<file path="config.mk">
export PLATFORM = sky130hd
export DESIGN_NAME = seq_bit_serializer
export DESIGN_NICKNAME = d
export VERILOG_FILES = /design/src/rtl/seq_bit_serializer.sv
export SDC_FILE = /design/constraint.sdc
export NUM_CORES = 1
export LEC_CHECK = 0
export ABC_AREA = 1
export CAP_MARGIN = 5
export CORE_UTILIZATION = 54
export CTS_CLUSTER_SIZE = 25
export DETAILED_ROUTE_END_ITERATION = 12
export PLACE_DENSITY = 0.83
export SLEW_MARGIN = 20
export SYNTH_ARGS = -nofsm -noshare
export SYNTH_HDL_FRONTEND = slang
export SYNTH_SLANG_ARGS = --single-unit
</file>
<file path="constraint.sdc">
create_clock -name clk -period 3.3 [get_ports clk]
set_input_delay 0.66 -clock clk [delete_from_list [all_inputs] [get_ports clk]]
set_output_delay 0.66 -clock clk [all_outputs]
set_load 0.05 [all_outputs]
</file>
<file path="src/rtl/seq_bit_serializer.sv">
// Parallel-to-serial stimulus stage: captures a WIDTH-bit pattern on start and
// shifts it out one bit per clock into the detector's X input, optionally looping.
module seq_bit_serializer #(
  parameter int WIDTH     = 8,
  parameter int MSB_FIRST = 1,
  localparam int IW       = (WIDTH > 2) ? $clog2(WIDTH) : 1
) (
  input  logic             clk,
  input  logic             reset,
  input  logic             start,
  input  logic             stop,
  input  logic             loop_en,
  input  logic [WIDTH-1:0] data_in,
  output logic             x_out,
  output logic             x_valid,
  output logic             busy,
  output logic             done,
  output logic [IW-1:0]    bit_idx,
  output logic [1:0]       dbg_state
);

  // x_valid has no ready partner: the detector samples x_out on every rising
  // edge, so a bit is consumed in the cycle it is presented and never held back.

  typedef enum logic [1:0] {
    IDLE  = 2'd0,
    SHIFT = 2'd1,
    DONE  = 2'd2
  } state_t;

  state_t           state;
  logic [WIDTH-1:0] pattern;
  logic [WIDTH-1:0] shreg;

  localparam logic [IW-1:0] LAST_IDX = IW'(WIDTH - 1);

  function automatic logic first_bit(input logic [WIDTH-1:0] v);
    return (MSB_FIRST != 0) ? v[WIDTH-1] : v[0];
  endfunction

  // shreg keeps the bits still to be sent, next one at the shift-out end.
  function automatic logic [WIDTH-1:0] advance(input logic [WIDTH-1:0] v);
    return (MSB_FIRST != 0) ? (v << 1) : (v >> 1);
  endfunction

  assign dbg_state = state;

  always_ff @(posedge clk) begin
    if (!reset) begin
      state   <= IDLE;
      pattern <= '0;
      shreg   <= '0;
      bit_idx <= '0;
      x_out   <= 1'b0;
      x_valid <= 1'b0;
      busy    <= 1'b0;
      done    <= 1'b0;
    end else begin
      case (state)
        IDLE: begin
          done    <= 1'b0;
          bit_idx <= '0;
          if (start && !stop) begin
            pattern <= data_in;
            shreg   <= advance(data_in);
            x_out   <= first_bit(data_in);
            x_valid <= 1'b1;
            busy    <= 1'b1;
            state   <= SHIFT;
          end else begin
            x_out   <= 1'b0;
            x_valid <= 1'b0;
            busy    <= 1'b0;
          end
        end

        SHIFT: begin
          if (stop) begin
            state   <= IDLE;
            x_out   <= 1'b0;
            x_valid <= 1'b0;
            busy    <= 1'b0;
            done    <= 1'b0;
            bit_idx <= '0;
          end else if (bit_idx == LAST_IDX) begin
            if (loop_en) begin
              // Back-to-back repetition: bit 0 follows the last bit directly.
              shreg   <= advance(pattern);
              x_out   <= first_bit(pattern);
              x_valid <= 1'b1;
              bit_idx <= '0;
            end else begin
              state   <= DONE;
              x_out   <= 1'b0;
              x_valid <= 1'b0;
              done    <= 1'b1;
              bit_idx <= '0;
            end
          end else begin
            shreg   <= advance(shreg);
            x_out   <= first_bit(shreg);
            x_valid <= 1'b1;
            bit_idx <= bit_idx + IW'(1);
          end
        end

        DONE: begin
          state   <= IDLE;
          x_out   <= 1'b0;
          x_valid <= 1'b0;
          busy    <= 1'b0;
          done    <= 1'b0;
          bit_idx <= '0;
        end

        default: begin
          state   <= IDLE;
          x_out   <= 1'b0;
          x_valid <= 1'b0;
          busy    <= 1'b0;
          done    <= 1'b0;
          bit_idx <= '0;
        end
      endcase
    end
  end

endmodule

</file>
# --- Word level (Yosys, flattened, before mapping) ---
# Index checks and enable logic that the tools add are counted.
totals:
  regBits: 25
  inputBits: 13
  out_inout_bits: 9
  word_cells: 52
op_classes:
  add_sub_neg: 1
  eq_ne: 8
  muxes: 22
  n_bitwise: 3
  reduce_logical: 10
ops:
  columns: ["cell", "n"]
  rows:
  - ["$mux W8", 4]
  - ["$pmux W8 S2", 1]
  - ["$mux W1", 9]
  - ["$ne A3 B3 Y1 const B", 3]
  - ["$mux W2", 4]
  - ["$ne A2 B2 Y1 const B", 3]
  - ["$pmux W1 S2", 3]
  - ["$pmux W2 S2", 1]
  - ["$reduce_and A2 Y1", 2]
  - ["$reduce_and A4 Y1", 1]
  - ["$reduce_or A4 Y1", 1]
  - ["$add A3 B1 Y3 const B", 1]
  - ["$eq A3 B3 Y1 const B", 1]
  - ["$not A1 Y1", 3]
  - ["$reduce_and A3 Y1", 1]
  - ["$reduce_or A3 Y1", 1]
  - ["$eq A2 B1 Y1 const B", 1]
  - ["$logic_not A2 Y1", 1]
  - ["$reduce_bool A2 Y1", 1]
  - ["$logic_and A1 B1 Y1", 1]
  - ["$logic_not A1 Y1", 1]

# --- Longest topological paths before layout ---
# Gate-level depths: netlist of run 1.
logic_depth:
  word_depth: 4
  mapped_depth: 9
  ltp_nobuf: 8

# --- Least setup slack after synthesis of run 1 ---
# OpenSTA, ideal clock, no wires.
synth_path:
  path_kind: "register -> register"
  startpoint: "register bit_idx[0]"
  endpoint: "register shreg[2]"
  setup_ps: 64
  arrival_ps: 1673
  required_time_ps: 3236
  slack_ps: 1564
  stages_incl_launch_ff: 10
  path_buffers: 1
  synth_period_minus_slack_ps: 1736
  cell_sequence: "dfxtp_1 ha_1 ha_1 clkbuf_1 inv_1 nand2_1 nand3_1 nand2_1 nor2_1 nor2_1"
synth_between:
  elab_chain_len: 4
  word_cells_on_any_way: 6
  cone_classes: "eq/ne: 2; mux: 3; reduce/logical: 1"
synth_lines:
  columns: ["element", "line_no", "source"]
  rows:
  - ["start: declaration", "18", "output logic [IW-1:0] bit_idx,"]
  - ["start signal: assignment", "103", "bit_idx <= bit_idx + IW'(1);"]
  - ["$eq A3 B3 Y1 (*)", "85", "end else if (bit_idx == LAST_IDX) begin"]
  - ["$mux W8", "85", null]
  - ["$mux W8", "78", "if (stop) begin"]
  - ["$pmux W8 S2", "59", "case (state)"]
  - ["end signal: assignment", "65", "shreg <= advance(data_in);"]
  - ["end signal: assignment", "88", "shreg <= advance(pattern);"]
  - ["end signal: assignment", "100", "shreg <= advance(shreg);"]
  - ["end: declaration", "33", "logic [WIDTH-1:0] shreg;"]
# Mark *: on every way between the ends. The rest lies on a longest branch, timed or not. The select of a mux whose other input is x is not followed.
# A chain may end at the register's enable or synchronous reset.

# --- Worst setup path after layout of run 1 ---
layout_path:
  startpoint: "register state[1] (netlist: dbg_state[1])"
  endpoint: "output port dbg_state[1]"
layout_lines:
  columns: ["element", "line_no", "source"]
  rows:
  - ["start: declaration", "31", "state_t state;"]
  - ["start signal: assignment", "50", "state <= IDLE;"]
  - ["start signal: assignment", "69", "state <= SHIFT;"]
  - ["start signal: assignment", "79", "state <= IDLE;"]
  - ["end: declaration", "19", "output logic [1:0] dbg_state"]
# No word-level cell between the ends.

==> flow_metrics.env, run 1 <==
export IMPL_rows=16
export IMPL_powerDensity_mw_per_mm2=407
export IMPL_cts_made_buffers=3
export IMPL_total_power_w=0.000561
export IMPL_worstSkewPairLatency_ns=0.31
export IMPL_worstPathArrival_ns=1.67
export IMPL_cap_violations=0
export IMPL_ioPinCount=22
export IMPL_ys_types=18
export IMPL_period_share_pct=70.5
export IMPL_min_to="bit_idx[0]$_SDFF_PP0_"
export IMPL_overflow=0
export IMPL_post_cts_resized=0
export IMPL_syn_avg_cell_area_um2=6.75
export IMPL_vdd_drop_max_v=0.000332
export IMPL_regToRegSetupSlack_ns=1.74
export IMPL_worst_pin_slew_ns=0.628
export IMPL_p_leak_nw=0.630
export IMPL_hold_viol=0
export IMPL_hold_start="bit_idx[0]$_SDFF_PP0_"
export IMPL_root_buffer="clkbuf_4"
export IMPL_holdWs_ns=0.468
export IMPL_slew_headroom_pct=58.0
export IMPL_maxClockFrequency_ghz=0.430
export IMPL_antennaDiodeCount=0
export IMPL_grt_pass1_vias=901
export IMPL_timing_rr_start="bit_idx[0]$_SDFF_PP0_"
export IMPL_rsz0062_at_grt="false"
export IMPL_synthesis_instances=168
export IMPL_worst_endpoint_required_ns=2.64
export IMPL_avgRoutedWirePerCell_um=11.3
export IMPL_hold_buffers=0
export IMPL_crit_type="flip-flop to output pin"
export IMPL_start_util_pct=57.8
export IMPL_yosys_warnings=0
export IMPL_yosys_most_used_dff="dfxtp_1"
export IMPL_core_area_mm2=0.00196
export IMPL_post_cts_buffers=0
export IMPL_finalCriticalPeriod_ns=2.33
export IMPL_max_stage_delay_ns=0.87
export IMPL_end_kind="output pin"
export IMPL_drcViolationCount=0
export IMPL_cpLargestDelayFamily="buffers and inverters"
export IMPL_drive_gt1_share_pct=4.26
export IMPL_status="finished clean"
export IMPL_drtAntennaViolNets=0
export IMPL_critPathLaunchType="flip-flop"
export IMPL_drtPass1Iterations=4
export IMPL_grt_first_pass_wirelength_mm=3.73
export IMPL_port_buffer_count=21
export IMPL_r2r_cells=8
export IMPL_post_dp_hpwl_mm=1.74
export IMPL_cts_htree_levels=1
export IMPL_finalSetupTns_ns=0
export IMPL_ys_seq_elements=24
export IMPL_cts_num_sinks=24
export IMPL_dieArea_mm2=0.00229
export IMPL_cp_num_buf_inv=1
export IMPL_fin_skew_ns=0.000946
export IMPL_synth_area_mm2=0.00113
export IMPL_dieHeight_um=47.8
export IMPL_crit_chain="clkdlybuf4s50_1"
export IMPL_clk_pin_slew_worst_paths_ns=0.12
export IMPL_finalSetupViolations=0
export IMPL_num_vias=1102
export IMPL_slowest_stage="clkdlybuf4s50_1"
export IMPL_syn_num_nets=184
export IMPL_syn_to_final_growth_pct=21.6
export IMPL_cts_tree="done"
export IMPL_synth_edf_count=0
export IMPL_hold_class="flip-flop to flip-flop"
export IMPL_wl_mm=2.43
export IMPL_clk_path_buf_depth=2
export IMPL_whs_path_depth=1
export IMPL_cp_max_fo=5
export IMPL_drt_initial_drc_count=23
export IMPL_grt_total_usage_pct=23.9
export IMPL_globalplace_congestion=0.827
export IMPL_ys_seq_area_share_pct=42.4
export IMPL_grt_max_degree=25
export IMPL_r2r_end="shreg[3]$_SDFFE_PN0P_"
export IMPL_slew_violations=0
export IMPL_async_reset_ff_share_pct=0
export IMPL_die_w_um=47.8
export IMPL_antenna_found_initial=0
export IMPL_vias_per_cell=5.13
export IMPL_layout_nets=206
per-stage QoR:
stage	cell area (um2)	utilization [%]	setup slack, ns	instances
2_1_floorplan	1130	-	1.56	168
3_3_place_gp	1360	69.1	1.17	212
3_5_place_dp	1360	69.1	1.10	212
4_1_cts	1380	70.3	0.962	215
5_1_grt	1380	70.3	0.919	215
6_report	1380	70.3	0.973	215
final cells by class:
| cell class | count | area, um2 |
|---|---|---|
| well taps | 27 | 33.8 |
| fillers | 200 | 583 |
| flip-flops and latches | 24 | 480 |
| multi-input cells | 117 | 546 |
| repair buffers | 21 | 210 |
| inverters | 23 | 86.3 |
| clock buffers | 3 | 22.5 |
synthesized netlist by cell type, types with 2 or more instances:
| cell | n | area [um2] |
|---|---|---|
| nand2_1 | 47 | 176 |
| dfxtp_1 | 24 | 480 |
| nor2_1 | 24 | 90.1 |
| inv_1 | 22 | 82.6 |
| nand3_1 | 16 | 80.1 |
| a21oi_1 | 12 | 60.1 |
| o21ai_0 | 8 | 40.0 |
| ha_1 | 3 | 37.5 |
| buf_2 | 2 | 10.0 |
| nor3_1 | 2 | 10.0 |
worst max-delay path by stage:
stage	cells after the start	slack [ns]	start	to
5_1_grt	1	0.92	dbg_state[1]$_SDFFE_PN0P_	dbg_state[1]
3_5_place_dp	6	1.10	stop	x_out$_SDFF_PN0_
6_report	1	0.97	dbg_state[1]$_SDFFE_PN0P_	dbg_state[1]
3_3_place_gp	6	1.17	stop	x_out$_SDFF_PN0_
4_1_cts	1	0.96	dbg_state[1]$_SDFFE_PN0P_	dbg_state[1]
2_1_floorplan	9	1.56	bit_idx[0]$_SDFF_PP0_	shreg[2]$_SDFFE_PN0P_
where the power goes:
group / internal (W) / switching (W) / total, W
combinational: 0.0000455 / 0.0000728 / 0.000118
clock: 0.0000427 / 0.0000838 / 0.000126
sequential: 0.000309 / 0.00000753 / 0.000316
total: 0.000397 / 0.000164 / 0.000561
state kept, by name, indices dropped and copies added (netlist names):
name       cells
done           1
x_valid        1
dbg_state      2
pattern        8
x_out          1
bit_idx        3
busy           1
shreg          7
routing by layer:
layer  global-route usage, %  share of wire [%]  vias up
met2                    44.6                 49       27
met3                    3.40                3.6        7
met5                       0                  0        -
li1                        -                  -      569
met1                    26.7                 46      499
met4                    10.0                1.8        0
logic make-up (layout without fill, tap and decap cells):
family                     after synthesis  count (layout)  share of synthesized area, %
AOI/OAI and AO/OA                       20              20                          8.83
adders and majority gates                3               3                          3.31
buffers and inverters                   27              47                          9.49
DFF                                     24              24                          42.4
and+or+nand+nor                         94              94                          36.0
layout by cell type (no fill, tap or decap):
| cell type | count |
|---|---|
| nand2_1 | 47 |
| clkdlybuf4s50_1 | 21 |
| inv_2 | 1 |
| clkbuf_4 | 3 |
| nor2_4 | 1 |
| nand4_1 | 1 |
| nand3_2 | 1 |
| dfxtp_1 | 24 |
| nor2_1 | 24 |
| nor2_2 | 1 |
| nand3_4 | 1 |
| a21oi_1 | 12 |
| inv_1 | 22 |
| ha_1 | 3 |
| o21ai_0 | 8 |
| nand3_1 | 16 |
| nor3_1 | 2 |
Power figures use the tool's default switching activity.
==> run 2, diff against run 1 <==
CORE_UTILIZATION = 50   (was 54)
PLACE_DENSITY = 0.77   (was 0.83)
clock period = 2.2 ns   (was 3.3 ns; I/O delays follow)
==> flow_metrics.env, run 2 (synthesis results as in run 1) <==
export IMPL_status="finished clean"
export IMPL_regToRegSetupSlack_ns=0.62
export IMPL_avgRoutedWirePerCell_um=11.8
export IMPL_root_buffer="clkbuf_4"
export IMPL_r2r_end="shreg[6]$_SDFFE_PN0P_"
export IMPL_worst_pin_slew_ns=0.502
export IMPL_grt_pass1_vias=973
export IMPL_multi_input_area_um2=546
export IMPL_layout_common_cells="nand2_1, nor2_1, dfxtp_1, inv_1, clkdlybuf4s50_1"
export IMPL_vias_per_cell=5.01
export IMPL_drcViolationCount=0
export IMPL_seq_area_um2=480
export IMPL_clk_pin_slew_worst_paths_ns=0.14
export IMPL_cp_max_fo=6
export IMPL_core_area_mm2=0.00204
export IMPL_hold_viol=0
export IMPL_r2r_cells=8
export IMPL_ioPinCount=22
export IMPL_port_buffer_count=21
export IMPL_total_power_w=0.000982
export IMPL_timing_rr_start="bit_idx[0]$_SDFF_PP0_"
export IMPL_wl_met1_mm=1.16
export IMPL_drtPass1Iterations=4
export IMPL_dieArea_mm2=0.00246
export IMPL_cp_num_buf_inv=1
export IMPL_top_layer="met4"
export IMPL_crit_cells=1
export IMPL_crit_type="flip-flop to output pin"
export IMPL_critPathLaunchType="flip-flop"
export IMPL_rows=16
export IMPL_finalCriticalPeriod_ns=2.10
export IMPL_num_vias=1093
export IMPL_drt_initial_drc_count=25
export IMPL_syn_to_final_growth_pct=25.6
export IMPL_placed_cell_area_mm2=0.00137
export IMPL_cts_made_buffers=3
export IMPL_clk_path_buf_depth=2
export IMPL_top_regs="pattern: 8 flops, shreg: 7 flops, bit_idx: 3 flops"
export IMPL_cap_violations=0
export IMPL_regMostFlops="pattern"
export IMPL_fin_skew_ns=0.00532
export IMPL_period_share_pct=95.3
export IMPL_finalSetupTns_ns=0
export IMPL_worstSkewPairLatency_ns=0.33
export IMPL_hold_buffers=0
export IMPL_grt_first_pass_wirelength_mm=4.23
export IMPL_p_leak_nw=0.654
export IMPL_hold_class="flip-flop to flip-flop"
export IMPL_nFillCells=196
export IMPL_maxClockFrequency_ghz=0.477
export IMPL_slew_headroom_pct=66.4
export IMPL_finalSetupViolations=0
export IMPL_fin_area_mm2=0.00142
export IMPL_slew_violations=0
export IMPL_drtAntennaViolNets=0
export IMPL_vdd_drop_max_v=0.000499
export IMPL_powerDensity_mw_per_mm2=690
export IMPL_post_dp_hpwl_mm=1.86
export IMPL_slowest_stage="clkdlybuf4s50_1"
export IMPL_grt_max_degree=25
export IMPL_die_w_um=49.6
export IMPL_largest_reg_flops=8
export IMPL_final_common_cell="nand2_1"
export IMPL_worstPathArrival_ns=1.66
export IMPL_wl_mm=2.57
export IMPL_worst_endpoint_required_ns=1.76
export IMPL_cpLargestDelayFamily="buffers and inverters"
export IMPL_drive_gt1_share_pct=5.76
export IMPL_end_kind="output pin"
export IMPL_wl_met2_mm=1.19
export IMPL_whs_path_depth=1
export IMPL_antenna_found_initial=0
export IMPL_dr_wl_met3_um=172
export IMPL_overflow=0
export IMPL_dieHeight_um=49.6
export IMPL_post_cts_buffers=0
export IMPL_layout_nets=208
export IMPL_antennaDiodeCount=0
export IMPL_hold_start="bit_idx[0]$_SDFF_PP0_"
export IMPL_max_stage_delay_ns=0.85
export IMPL_post_cts_resized=0
export IMPL_globalplace_congestion=0.830
export IMPL_grt_total_usage_pct=23.0
export IMPL_min_to="bit_idx[0]$_SDFF_PP0_"
export IMPL_rsz0062_at_grt="false"
export IMPL_start_util_pct=55.5
export IMPL_cts_htree_levels=1
export IMPL_cts_num_sinks=24
export IMPL_crit_chain="clkdlybuf4s50_1"
export IMPL_cts_tree="done"
[run 2: cell count changes in the layout (fill, tap and decap cells not counted)]
cell	change
buf_4	+2
bufinv_16	+1
[run 2: worst max-delay path by stage]
stage / endpoint / from
finish: dbg_state[0] / dbg_state[0]$_SDFFE_PN0P_
global placement: pattern[2]$_SDFFE_PN0P_ / stop
CTS: dbg_state[1] / dbg_state[1]$_SDFFE_PN0P_
global route: dbg_state[1] / dbg_state[1]$_SDFFE_PN0P_
floorplan: shreg[2]$_SDFFE_PN0P_ / bit_idx[0]$_SDFF_PP0_
detailed placement: pattern[5]$_SDFFE_PN0P_ / stop
[run 2: stage by stage]
step                hold WS, ns  instances  setup WS, ns  utilization [%]
floorplan                 0.429        168         0.464                -
global placement          0.429        214         0.310             67.2
global route              0.498        218        0.0494             69.7
CTS                       0.462        218        0.0984             69.7
finish                    0.464        218         0.104             69.7
detailed placement        0.437        214         0.232             67.2
[run 2: final cells by class]
type / count / area share [%]
Sequential cell: 24 / 33.7
Timing Repair Buffer: 23 / 15.8
Multi-Input combinational cell: 117 / 38.3
Clock buffer: 3 / 1.58
Tap cell: 27 / 2.37
Inverter: 23 / 6.06
Clock inverter: 1 / 2.11
[run 2: per-layer routing]
| layer | vias up | track usage (%) |
|---|---|---|
| met5 | - | 0 |
| met4 | 0 | 11.4 |
| met3 | 4 | 3.70 |
| met2 | 33 | 38.1 |
| met1 | 488 | 28.6 |
| li1 | 568 | - |
[run 2: power by group]
group	switching [W]	internal [W]
clock	0.000141	0.000184
combinational	0.000112	0.0000705
sequential	0.0000112	0.000463
total	0.000264	0.000718
